File: src/rtl/rs_pkg.sv
// Shared types for the reservation station: dispatch payload, stored entry, FU classes.
// Latency: n/a (types and pure functions only).
// Backpressure: n/a.
package rs_pkg;

    localparam int RS_DEPTH = 8;
    localparam int AGE_W    = 4;
    localparam logic [AGE_W-1:0] AGE_MAX = '1;

    // Functional-unit class carried with each entry
    localparam logic [1:0] FU_ALU    = 2'b00;
    localparam logic [1:0] FU_BRANCH = 2'b01;
    localparam logic [1:0] FU_MEM    = 2'b10;

    typedef struct packed {
        logic [6:0]  Opcode;
        logic [6:0]  prd;
        logic [6:0]  pr1;
        logic        pr1_ready;
        logic [6:0]  pr2;
        logic        pr2_ready;
        logic [31:0] imm;
        logic [3:0]  rob_index;
    } dispatch_pipeline_data;

    typedef struct packed {
        logic             valid;
        logic [6:0]       Opcode;
        logic [6:0]       prd;
        logic [6:0]       pr1;
        logic             pr1_ready;
        logic [6:0]       pr2;
        logic             pr2_ready;
        logic [31:0]      imm;
        logic [3:0]       rob_index;
        logic [1:0]       fu;
        logic [AGE_W-1:0] age;
    } rs_data;

    function automatic logic [1:0] fu_decode(input logic [6:0] op);
        case (op)
            7'h63, 7'h6F, 7'h67: return FU_BRANCH;
            7'h03, 7'h23:        return FU_MEM;
            default:             return FU_ALU;
        endcase
    endfunction

    // True when any of the three wakeup ports announces preg p this cycle
    function automatic logic preg_woken(
        input logic [6:0] p,
        input logic [6:0] r1, input logic v1,
        input logic [6:0] r2, input logic v2,
        input logic [6:0] r3, input logic v3
    );
        return (v1 && (r1 == p)) || (v2 && (r2 == p)) || (v3 && (r3 == p));
    endfunction

endpackage

File: src/rtl/rs_select.sv
// Oldest-ready picker: largest age among eligible entries, lowest index on ties.
// Latency: combinational.
// Backpressure: none; caller qualifies the result with FU readiness.
// Ports: elig (per-entry eligible), ages (per-entry age), found, idx (winner).
module rs_select
    import rs_pkg::*;
#(
    parameter int DEPTH = RS_DEPTH,
    parameter int IDX_W = 3
) (
    input  logic [DEPTH-1:0]            elig,
    input  logic [DEPTH-1:0][AGE_W-1:0] ages,
    output logic                        found,
    output logic [IDX_W-1:0]            idx
);

    logic [AGE_W-1:0] best;

    // Ascending scan with strict '>' keeps the lowest index among equal ages
    always_comb begin
        found = 1'b0;
        idx   = '0;
        best  = '0;
        for (int i = 0; i < DEPTH; i++) begin
            if (elig[i] && (!found || (ages[i] > best))) begin
                found = 1'b1;
                idx   = IDX_W'(i);
                best  = ages[i];
            end
        end
    end

endmodule

File: src/rtl/rs.sv
// Single-issue reservation station: buffers renamed instrs, tracks source wakeups, issues oldest ready.
// Latency: dispatch-to-issue >= 1 edge; issue and nr announcements are registered one-cycle pulses.
// Backpressure: ready_in drops only when every entry is occupied; issue waits on fu_rdy.
// Ports: clk/reset (sync, active-high), dispatch valid_in/ready_in/instr, issue valid_out/data_out,
//        nr_reg/nr_valid dest announce, reg{1,2,3}_rdy(_valid) wakeups, flush.
module rs
    import rs_pkg::*;
#(
    parameter int DEPTH = RS_DEPTH
) (
    input  logic                  clk,
    input  logic                  reset,
    input  logic                  fu_rdy,
    input  logic                  valid_in,
    output logic                  ready_in,
    input  dispatch_pipeline_data instr,
    output logic                  valid_out,
    output rs_data [1:0]          data_out,
    output logic [6:0]            nr_reg,
    output logic                  nr_valid,
    input  logic [6:0]            reg1_rdy,
    input  logic [6:0]            reg2_rdy,
    input  logic [6:0]            reg3_rdy,
    input  logic                  reg1_rdy_valid,
    input  logic                  reg2_rdy_valid,
    input  logic                  reg3_rdy_valid,
    input  logic                  flush
);

    localparam int IDX_W = (DEPTH > 1) ? $clog2(DEPTH) : 1;

    rs_data ent [DEPTH];

    logic [DEPTH-1:0]            w1, w2, elig;
    logic [DEPTH-1:0][AGE_W-1:0] ages;
    logic                        free_found, sel_found;
    logic [IDX_W-1:0]            free_idx, sel_idx;
    logic                        accept, issue;
    rs_data                      new_ent, issued;

    // Per-entry wakeup match and eligibility; wakeups bypass straight into select
    always_comb begin
        w1   = '0;
        w2   = '0;
        elig = '0;
        ages = '0;
        for (int i = 0; i < DEPTH; i++) begin
            w1[i] = preg_woken(ent[i].pr1, reg1_rdy, reg1_rdy_valid,
                               reg2_rdy, reg2_rdy_valid, reg3_rdy, reg3_rdy_valid);
            w2[i] = preg_woken(ent[i].pr2, reg1_rdy, reg1_rdy_valid,
                               reg2_rdy, reg2_rdy_valid, reg3_rdy, reg3_rdy_valid);
            elig[i] = ent[i].valid && (ent[i].pr1_ready || w1[i]) && (ent[i].pr2_ready || w2[i]);
            ages[i] = ent[i].age;
        end
    end

    // Lowest-index free slot
    always_comb begin
        free_found = 1'b0;
        free_idx   = '0;
        for (int i = DEPTH - 1; i >= 0; i--) begin
            if (!ent[i].valid) begin
                free_found = 1'b1;
                free_idx   = IDX_W'(i);
            end
        end
    end

    rs_select #(.DEPTH(DEPTH), .IDX_W(IDX_W)) u_select (
        .elig  (elig),
        .ages  (ages),
        .found (sel_found),
        .idx   (sel_idx)
    );

    assign ready_in = free_found;
    assign accept   = valid_in && free_found;   // flush overrides in the sequential block
    assign issue    = fu_rdy && sel_found;

    // New entry picks up wakeups arriving on its own dispatch edge
    always_comb begin
        new_ent           = '0;
        new_ent.valid     = 1'b1;
        new_ent.Opcode    = instr.Opcode;
        new_ent.prd       = instr.prd;
        new_ent.pr1       = instr.pr1;
        new_ent.pr1_ready = instr.pr1_ready ||
                            preg_woken(instr.pr1, reg1_rdy, reg1_rdy_valid,
                                       reg2_rdy, reg2_rdy_valid, reg3_rdy, reg3_rdy_valid);
        new_ent.pr2       = instr.pr2;
        new_ent.pr2_ready = instr.pr2_ready ||
                            preg_woken(instr.pr2, reg1_rdy, reg1_rdy_valid,
                                       reg2_rdy, reg2_rdy_valid, reg3_rdy, reg3_rdy_valid);
        new_ent.imm       = instr.imm;
        new_ent.rob_index = instr.rob_index;
        new_ent.fu        = fu_decode(instr.Opcode);
        new_ent.age       = '0;
    end

    // Issued copy shows the ready bits as they stand after this cycle's wakeups
    always_comb begin
        issued           = ent[sel_idx];
        issued.pr1_ready = ent[sel_idx].pr1_ready | w1[sel_idx];
        issued.pr2_ready = ent[sel_idx].pr2_ready | w2[sel_idx];
    end

    always_ff @(posedge clk) begin
        if (reset) begin
            for (int i = 0; i < DEPTH; i++) begin
                ent[i] <= '0;
            end
            valid_out <= 1'b0;
            nr_valid  <= 1'b0;
            nr_reg    <= '0;
            data_out  <= '0;
        end else if (flush) begin
            for (int i = 0; i < DEPTH; i++) begin
                ent[i].valid <= 1'b0;
            end
            valid_out <= 1'b0;
            nr_valid  <= 1'b0;
        end else begin
            valid_out <= issue;
            nr_valid  <= accept;
            if (accept) begin
                nr_reg <= instr.prd;
            end
            if (issue) begin
                data_out[1] <= issued;
                data_out[0] <= '0;
            end
            for (int i = 0; i < DEPTH; i++) begin
                if (ent[i].valid) begin
                    ent[i].pr1_ready <= ent[i].pr1_ready | w1[i];
                    ent[i].pr2_ready <= ent[i].pr2_ready | w2[i];
                    if (issue && (sel_idx == IDX_W'(i))) begin
                        ent[i].valid <= 1'b0;
                    end else if (ent[i].age != AGE_MAX) begin
                        ent[i].age <= ent[i].age + AGE_W'(1);
                    end
                end
            end
            // Target slot is currently free, so it never collides with the loop above
            if (accept) begin
                ent[free_idx] <= new_ent;
            end
        end
    end

endmodule

File: config.mk
export PLATFORM = sky130hd
export DESIGN_NAME = rs
export DESIGN_NICKNAME = d
export VERILOG_FILES = /design/src/rtl/rs_pkg.sv /design/src/rtl/rs_select.sv /design/src/rtl/rs.sv
export SDC_FILE = /design/constraint.sdc
export NUM_CORES = 1
export LEC_CHECK = 0
export ABC_AREA = 1
export BUFFER_PORTS_ARGS = -buffer_cell sky130_fd_sc_hd__buf_2
export CAP_MARGIN = 20
export CORE_MARGIN = 5
export CORE_UTILIZATION = 39
export DETAILED_ROUTE_END_ITERATION = 16
export GPL_TIMING_DRIVEN = 1
export PLACE_DENSITY = 0.53
export REMOVE_ABC_BUFFERS = 1
export SLEW_MARGIN = 30
export SYNTH_ARGS = -nofsm -noshare
export SYNTH_HDL_FRONTEND = slang
export SYNTH_SLANG_ARGS = --single-unit
File: constraint.sdc
create_clock -name clk -period 16.05 [get_ports clk]
set_input_delay 3.21 -clock clk [delete_from_list [all_inputs] [get_ports clk]]
set_output_delay 3.21 -clock clk [all_outputs]
set_load 0.03 [all_outputs]
## Word-level counts from Yosys, hierarchy flattened

Memory sizes are Yosys's and may differ from the RTL's.
Index checks and enable logic that the tools add are counted.

| cells by class | value |
|---|---|
| equal/unequal tests | 74 |
| bitwise operators | 59 |
| multiplexer cells | 212 |
| reduce and logical (&&, ||, !) cells | 161 |
| magnitude comparators | 8 |
| add/subtract/negate cells | 8 |

Operator list:

| kind | number |
|---|---|
| 7-bit == test | 54 |
| 1-bit two-way mux | 180 |
| 1-bit logical AND | 87 |
| 1-bit logical OR | 61 |
| 4-bit two-way mux | 15 |
| 1-bit OR | 58 |
| 3-bit two-way mux | 12 |
| 4-bit by 1-bit adder with 4-bit output, second input constant | 8 |
| 4-bit inequality test, second input constant | 8 |
| 4-bit greater-than comparator | 7 |
| 7-bit == test, second input constant | 3 |
| 3-bit == test, second input constant | 4 |
| 7-bit by 2-bit == test with 1-bit output, second input constant | 1 |
| 7-bit by 6-bit == test with 1-bit output, second input constant | 1 |
| 1-bit zero test | 7 |
| 1-bit binary-select mux with 3-bit select | 2 |
| 3-bit by 2-bit == test with 1-bit output, second input constant | 2 |
| 3-bit by 4-bit less-than comparator with 1-bit output, second input constant | 1 |
| 2-bit two-way mux | 2 |
| 2-bit one-hot mux with 2 select lines | 1 |
| 2-bit AND reduction | 2 |
| 2-bit OR reduction | 2 |
| 3-bit by 1-bit == test with 1-bit output, second input constant | 1 |
| 3-bit zero test | 1 |
| 2 further kinds | 2 |

| word-level totals | value |
|---|---|
| memories kept | 1 |
| flip-flop bits (word level) | 82 |
| logic and storage cells | 537 |
| bits in writable memories | 584 |
| input port bits | 95 |
| output and inout bits | 156 |

Memories:

| memory | depth | width | read ports | clocked after memory_dff | write ports | line | source |
|---|---|---|---|---|---|---|---|
| ent | 8 | 73 | 9 | 0 | 9 | rs.sv:32 | `rs_data ent [DEPTH];` |

## Logic depth before layout (Yosys ltp)

Gate-level depths: netlist of the first run.
An unclocked memory read counts as a cell.

| depth | value |
|---|---|
| depth after elaboration | 45 |
| gate-level depth with buffers | 92 |
| depth with buffers taken out | 86 |

## Hierarchy

From an unflattened synthesis of the first run, not the netlist that was laid out.

| unflattened totals | value |
|---|---|
| cell total of the unflattened synthesis | 4073 |
| area, all modules | 35241.3 sq um |

Modules (own cells, without submodules):

| module | cells an instance | instances | area each (sq um) |
|---|---|---|---|
| rs | 3850 | 1 | 34021.4 |
| rs_select | 223 | 1 | 1219.9 |

## Least setup slack after synthesis of the first run

OpenSTA, ideal clock, no wires.

| path | value |
|---|---|
| kind | in2reg |
| start point | input reg1_rdy[4] |
| end point | memory ent[7][2] (netlist name) |
| library setup time | 0.197 ns |
| arrival | 11.714 ns |
| path slack | 4.139 ns |
| stages on the path | 87 |
| path buffers | 6 |
| cell sequence | buf_6 > inv_2 > buf_4 > nand2_1 > nand2_1 > nor2_1 > nand2_1 > nor2_1 > nor2_1 > nand2_2 > nand3_2 > inv_1 > nand2_1 > ha_1 > inv_1 > nor2_1 > o21ai_0 > a32oi_1 > [... 51 more ...] > nand2_2 > buf_6 > nand2_1 > o21ai_1 > ha_1 > inv_1 > nor2_1 > o211ai_1 > nand2_1 > nand2_1 > nand2_1 > nand2_2 > buf_4 > nor2_1 > nor2_1 > nand3_1 > xor2_1 > nor2_1 |

RTL lines:

| what | line | source |
|---|---|---|
| start: declaration | rs.sv:21 | `input logic [6:0] reg1_rdy,` |
| end: declaration | rs.sv:32 |  |

## Worst setup path in the final report of the first run

| path | value |
|---|---|
| start point | input reg3_rdy[5] |
| end point | register data_out[109] (netlist name) |

| on the way | value |
|---|---|
| longest elaborated chain between the ends | 37 |

RTL lines:

| what | line | source |
|---|---|---|
| start: declaration | rs.sv:23 | `input logic [6:0] reg3_rdy,` |
| branches (longest 37 deep; another with 4-bit greater-than comparator) | n/a |  |
| end: declaration | rs.sv:18 | `output rs_data [1:0] data_out,` |

Several ways; the timed one is not identified.
A chain may end at the register's enable or synchronous reset.

==> flow_summary.json, run 1 <==
{
  "yosys.area.top_type": "edfxtp_1",
  "num_antenna_cells": 0,
  "dp_hpwl_mm": 81.1,
  "ys.flop_type": "edfxtp_1",
  "grt_overflow_total": 0,
  "crit_top_cell": "nand2_1",
  "synth_cell_type_count": 49,
  "hp-class": "reg2reg",
  "post-route-period-util": 0.892,
  "synth_warnings": 0,
  "fp.dieArea_um2": 104000,
  "clockBufferDepth": 3,
  "grt_antenna_before_repair": 0,
  "wl_mm": 140,
  "holdCritStartpoint": "data_out[115]",
  "setup_viol": 0,
  "die_w_um": 322,
  "fill_cells": 9848,
  "synthTopCellsByArea": "edfxtp_1 43%, nand2_1 15%, nor2_1 8.0%, dfxtp_1 6.4%, nand3_1 5.9%",
  "areaGrowthSynthToFinish_pct": 9.54,
  "cts_tree": "yes",
  "rsz0062_at_grt": "no",
  "synth_common_cells": "1559 x nand2_1, 807 x nor2_1, 544 x edfxtp_1",
  "cts.sinks": 666,
  "max-cap-violations": 0,
  "ant_nets": 0,
  "reg2reg_to": "data_out[109]",
  "clock_latency_ps": 640,
  "std_cell_rows": 114,
  "avgViaCountPerCell": 5.37,
  "fin_crit_ps": 14310,
  "synth_enable_flop_cells": 544,
  "drive_gt1_frac": 0.0862,
  "seq_area_frac_synth": 0.495,
  "r2r_cells": 82,
  "path_class": "in2reg",
  "crit_path_start_kind": "input pin",
  "yosys.cell_count.top_type": "nand2_1",
  "ir_worst_vdd_mv": 0.0858,
  "synthCells": 4822,
  "worst_slew_pin_slew_ps": 1040,
  "multi_input_area_um2": 16100,
  "seq_area_um2": 18800,
  "power.density_nw_per_um2": 97.8,
  "routabilityCongestion": 0.938,
  "grt.total_usage": 0.261,
  "postCtsSetupBuffers": 0,
  "wire_per_inst_um": 22.7,
  "reg2reg_from": "ent[0][56]",
  "grt_pass1_vias": 31443,
  "cts_buffers": 78,
  "largest_reg_flops": 584,
  "grt_pass1_wl_mm": 205,
  "endpoint_kind": "flop",
  "drt_iter0_drc": 3129,
  "initial_core_util": 0.393,
  "fmax_mhz": 69.9,
  "synth_top_area_share": 0.431,
  "regToRegSetupSlack_ps": 4450,
  "final-hold-violation-count": 0,
  "crit_path_max_fanout": 71,
  "coreArea_um2": 96600,
  "drc": 0,
  "hold_end": "data_out[115]",
  "post_cts_resize_count": 0,
  "hold_depth": 1,
  "critPathArrivalTime_ps": 14860,
  "cts-hold-fix-buffers": 0,
  "slew_viol_final": 0,
  "cts-root-buf": "clkbuf_16",
  "ys_async_sr_fraction": 0,
  "syn_avg_cell_area_um2": 7.87,
  "htreeDepth": 3,
  "grt_max_degree": 195,
  "utilization": 0.430,
  "cpMaxStageDelayCell": "buf_4",
  "clkTransAtPathRegs_ps": 60,
  "leakagePower_nw": 18.2,
  "dr_total_vias": 33174,
  "final_nets": 4973,
  "dr.pass1.iters": 6,
  "finalInstanceArea_um2": 41600,
  "syn_area_um2": 37900,
  "fp.dieH_um": 322,
  "finClkSkew_ps": 30.8,
  "cp_slowest_stage_delay_ps": 640,
  "critPathRequiredTime_ps": 16600,
  "placed_area_um2": 39000,
  "status": "completed",
  "ios": 251,
  "port_buffers": 177,
  "maxSlewHeadroom": 0.309,
  "ys_ff_latch": 666
}
## layer usage
layer  GRT usage  routed length (um)
met1       0.359               60600
met2       0.420               63700
met3      0.0429               10900
met4      0.0899                4940
met5           0                   0
## cells in the final DEF, fill, tap and decap left out, types with 42 or more instances in the layout
cell type / count
a21boi_1: 47
a21oi_1: 110
buf_2: 177
buf_4: 42
clkbuf_16: 80
conb_1: 73
dfxtp_1: 122
edfxtp_1: 544
inv_1: 233
nand2_1: 1555
nand3_1: 445
nor2_1: 807
o21a_1: 66
o21ai_0: 127
o21ai_1: 50
o22ai_1: 51
xnor2_1: 45
## worst max-delay path, delay by kind of cell
family                   cells  cell delay, ps
buffers and inverters       10            1960
adder cells (fa/ha/maj)      7            2030
AND/OR/NAND/NOR             45            4920
AO/OA/AOI/OAI               21            2640
## how the worst max path moves through the flow
stage	depth (start not counted)	start	to
after detailed placement	83	reg2_rdy[4]	ent[7][2]
after floorplan	81	reg2_rdy[1]	data_out[137]
after CTS	83	reg2_rdy[4]	ent[7][2]
final	83	reg3_rdy[5]	data_out[109]
after global routing	84	reg3_rdy[5]	data_out[89]
after global placement	84	reg2_rdy[4]	data_out[109]
## report_power, final
group          internal (W)  switching [W]  total, W
clock network       0.00101       0.000738   0.00175
registers           0.00192      0.0000374   0.00196
logic             0.0000880       0.000267  0.000355
## metrics by stage
stage / total power (W) / setup WS, ps / hold WS [ps] / cells / TNS (ps)
3_5_place_dp: 0.00235 / 1170 / 448 / 6037 / 0
2_1_floorplan: 0.00219 / -429 / 456 / 4529 / -29910
6_report: 0.00407 / 1740 / 459 / 6181 / 0
4_1_cts: 0.00410 / 1840 / 461 / 6180 / 0
5_1_grt: 0.00422 / 505 / 486 / 6181 / 0
3_3_place_gp: 0.00235 / 1270 / 444 / 6037 / 0
## cell families (layout without fill, tap and decap cells)
| group | count (synthesis) | after routing | synth area share |
|---|---|---|---|
| other cells | 1 | 73 | 0.0000988 |
| compound gates | 488 | 488 | 0.0771 |
| buf+inv | 655 | 666 | 0.0890 |
| fa+ha+maj | 36 | 36 | 0.0119 |
| simple gates | 2899 | 2899 | 0.309 |
| xor+xnor | 77 | 77 | 0.0178 |
| flops | 666 | 666 | 0.495 |
## layout make-up
class	count	area share
Clock buffer	100	0.0514
Clock inverter	43	0.00885
Inverter	290	0.0271
Multi-Input combinational cell	3573	0.388
Sequential cell	666	0.452
Tap cell	1276	0.0384
Timing Repair Buffer	233	0.0346
No activity file was read; power rests on OpenSTA's default activity.
==> inputs of run 2 (changes only) <==
--- a/config.mk
+++ b/config.mk
@@ -6,13 +6,13 @@
 export NUM_CORES = 1
 export LEC_CHECK = 0
 export ABC_AREA = 1
-export BUFFER_PORTS_ARGS = -buffer_cell sky130_fd_sc_hd__buf_2
 export CAP_MARGIN = 20
 export CORE_MARGIN = 5
 export CORE_UTILIZATION = 39
 export DETAILED_ROUTE_END_ITERATION = 16
+export DONT_BUFFER_PORTS = 1
 export GPL_TIMING_DRIVEN = 1
-export PLACE_DENSITY = 0.53
+export PLACE_DENSITY = 0.51
 export REMOVE_ABC_BUFFERS = 1
 export SLEW_MARGIN = 30
 export SYNTH_ARGS = -nofsm -noshare
==> run 2 against run 1 <==
Sequential share of layout area rose by 1.0 points. Flip-flop and latch count did not move. Non-clock buffer count fell by 193. Die area did not move. Worst hold slack improved by 30 ps. Via count fell by 2.0%. Combinational power fell by 17%.
==> flow_summary.json, run 2 (synthesis results as in run 1) <==
{
  "status": "completed",
  "cts_buffers": 81,
  "clkTransAtPathRegs_ps": 50,
  "crit_buf_inv": 11,
  "finalInstanceArea_um2": 40600,
  "wire_per_inst_um": 23.3,
  "crit_path_start_kind": "input pin",
  "dr_total_vias": 32515,
  "path_class": "in2reg",
  "final-hold-violation-count": 0,
  "final_cell_mix": "1555 x nand2_1, 807 x nor2_1, 544 x edfxtp_1",
  "wl_mm": 140,
  "drive_gt1_frac": 0.0496,
  "critPathArrivalTime_ps": 14850,
  "drc": 0,
  "dr.pass1.iters": 6,
  "grt_pass1_wl_mm": 208,
  "cts-hold-fix-buffers": 0,
  "max-cap-violations": 0,
  "clock_latency_ps": 680,
  "setup_viol": 0,
  "leakagePower_nw": 17.3,
  "port_buffers": 0,
  "endpoint_kind": "flop",
  "cp_slowest_stage_delay_ps": 790,
  "final_nets": 4783,
  "fmax_mhz": 70.0,
  "grt_max_degree": 148,
  "coreArea_um2": 96600,
  "routabilityCongestion": 0.942,
  "post-route-period-util": 0.889,
  "crit_top_cell": "nand2_1",
  "grt.total_usage": 0.264,
  "ir_worst_vdd_mv": 0.0799,
  "htreeDepth": 3,
  "grt_overflow_total": 0,
  "worst_slew_pin_slew_ps": 1030,
  "fp.dieH_um": 322,
  "cts-root-buf": "clkbuf_16",
  "seq_area_um2": 18800,
  "grt_pass1_vias": 31159,
  "maxSlewHeadroom": 0.314,
  "power.density_nw_per_um2": 101,
  "avgViaCountPerCell": 5.42,
  "fill_cells": 9854,
  "slew_viol_final": 0,
  "cts_tree": "yes",
  "largest_reg_flops": 584,
  "critPathRequiredTime_ps": 16620,
  "ant_nets": 0,
  "finClkSkew_ps": 44.4,
  "die_w_um": 322,
  "crit_path_max_fanout": 91,
  "dpl.cell_count": 5845,
  "areaGrowthSynthToFinish_pct": 7.10,
  "hp-class": "reg2reg",
  "fp.dieArea_um2": 104000,
  "postCtsSetupBuffers": 0,
  "fin_setup_tns_ps": 0,
  "utilization": 0.421,
  "placed_area_um2": 38000,
  "final_common_cell": "nand2_1",
  "multi_input_area_um2": 16100,
  "grt_antenna_before_repair": 3,
  "fin_cells": 5999,
  "path_delay_family": "simple AND/OR/NAND/NOR gates",
  "fin_crit_ps": 14280,
  "drt_iter0_drc": 3289,
  "power.total_w": 0.00412,
  "std_cell_rows": 114,
  "clockBufferDepth": 3,
  "ios": 251,
  "cts.sinks": 666,
  "rsz0062_at_grt": "no",
  "cpMaxStageDelayCell": "inv_6",
  "initial_core_util": 0.393,
  "post_cts_resize_count": 0,
  "dp_hpwl_mm": 82.3
}
[run 2: tightest hold or removal path, stage by stage, from the launching register on]
cell     delay (ps)
dfxtp_1         320
nand2_1          70
a21oi_1          50
[run 2: path summary, 6_finish.rpt]
path / startpoint / to / slack (ps) / depth (start not counted)
setup / recovery: reg1_rdy[3] / data_out[109] / 1770 / 82
hold / removal: ent[6][0] / ent[6][0] / 490 / 2
setup reg to reg: ent[0][56] / data_out[109] / 3980 / 83
hold reg to reg: ent[6][0] / ent[6][0] / 490 / 2
[run 2: area by class of cell]
cell class,instances,area share
sequential,666,0.462
multi-input combinational,3573,0.397
clock buffer,118,0.0566
tap,1276,0.0393
inverter,290,0.0277
timing repair buffer,40,0.00890
clock inverter,34,0.00847
antenna,2,0.000123
[run 2: layer usage]
metal | track usage | part of all wire | vias up | wire, um
met3 | 0.0521 | 0.089 | 276 | 12500
met2 | 0.416 | 0.44 | 1414 | 62200
met1 | 0.364 | 0.43 | 15536 | 60200
met5 | 0 | 0 | - | 0
met4 | 0.0930 | 0.036 | 0 | 5090
li1 | - | - | 15289 | -
[run 2: stage by stage]
| stage | setup slack [ps] | hold slack [ps] |
|---|---|---|
| after floorplan | -429 | 456 |
| after global placement | 1450 | 472 |
| after detailed placement | 1200 | 480 |
| after CTS | 1860 | 487 |
| after global routing | 344 | 513 |
| final | 1770 | 489 |
[run 2: power breakdown]
| part | internal (W) | leakage (nW) | switching [W] |
|---|---|---|---|
| combinational | 0.0000764 | 9.47 | 0.000218 |
| clock | 0.00108 | 1.29 | 0.000773 |
| sequential | 0.00192 | 6.58 | 0.0000430 |
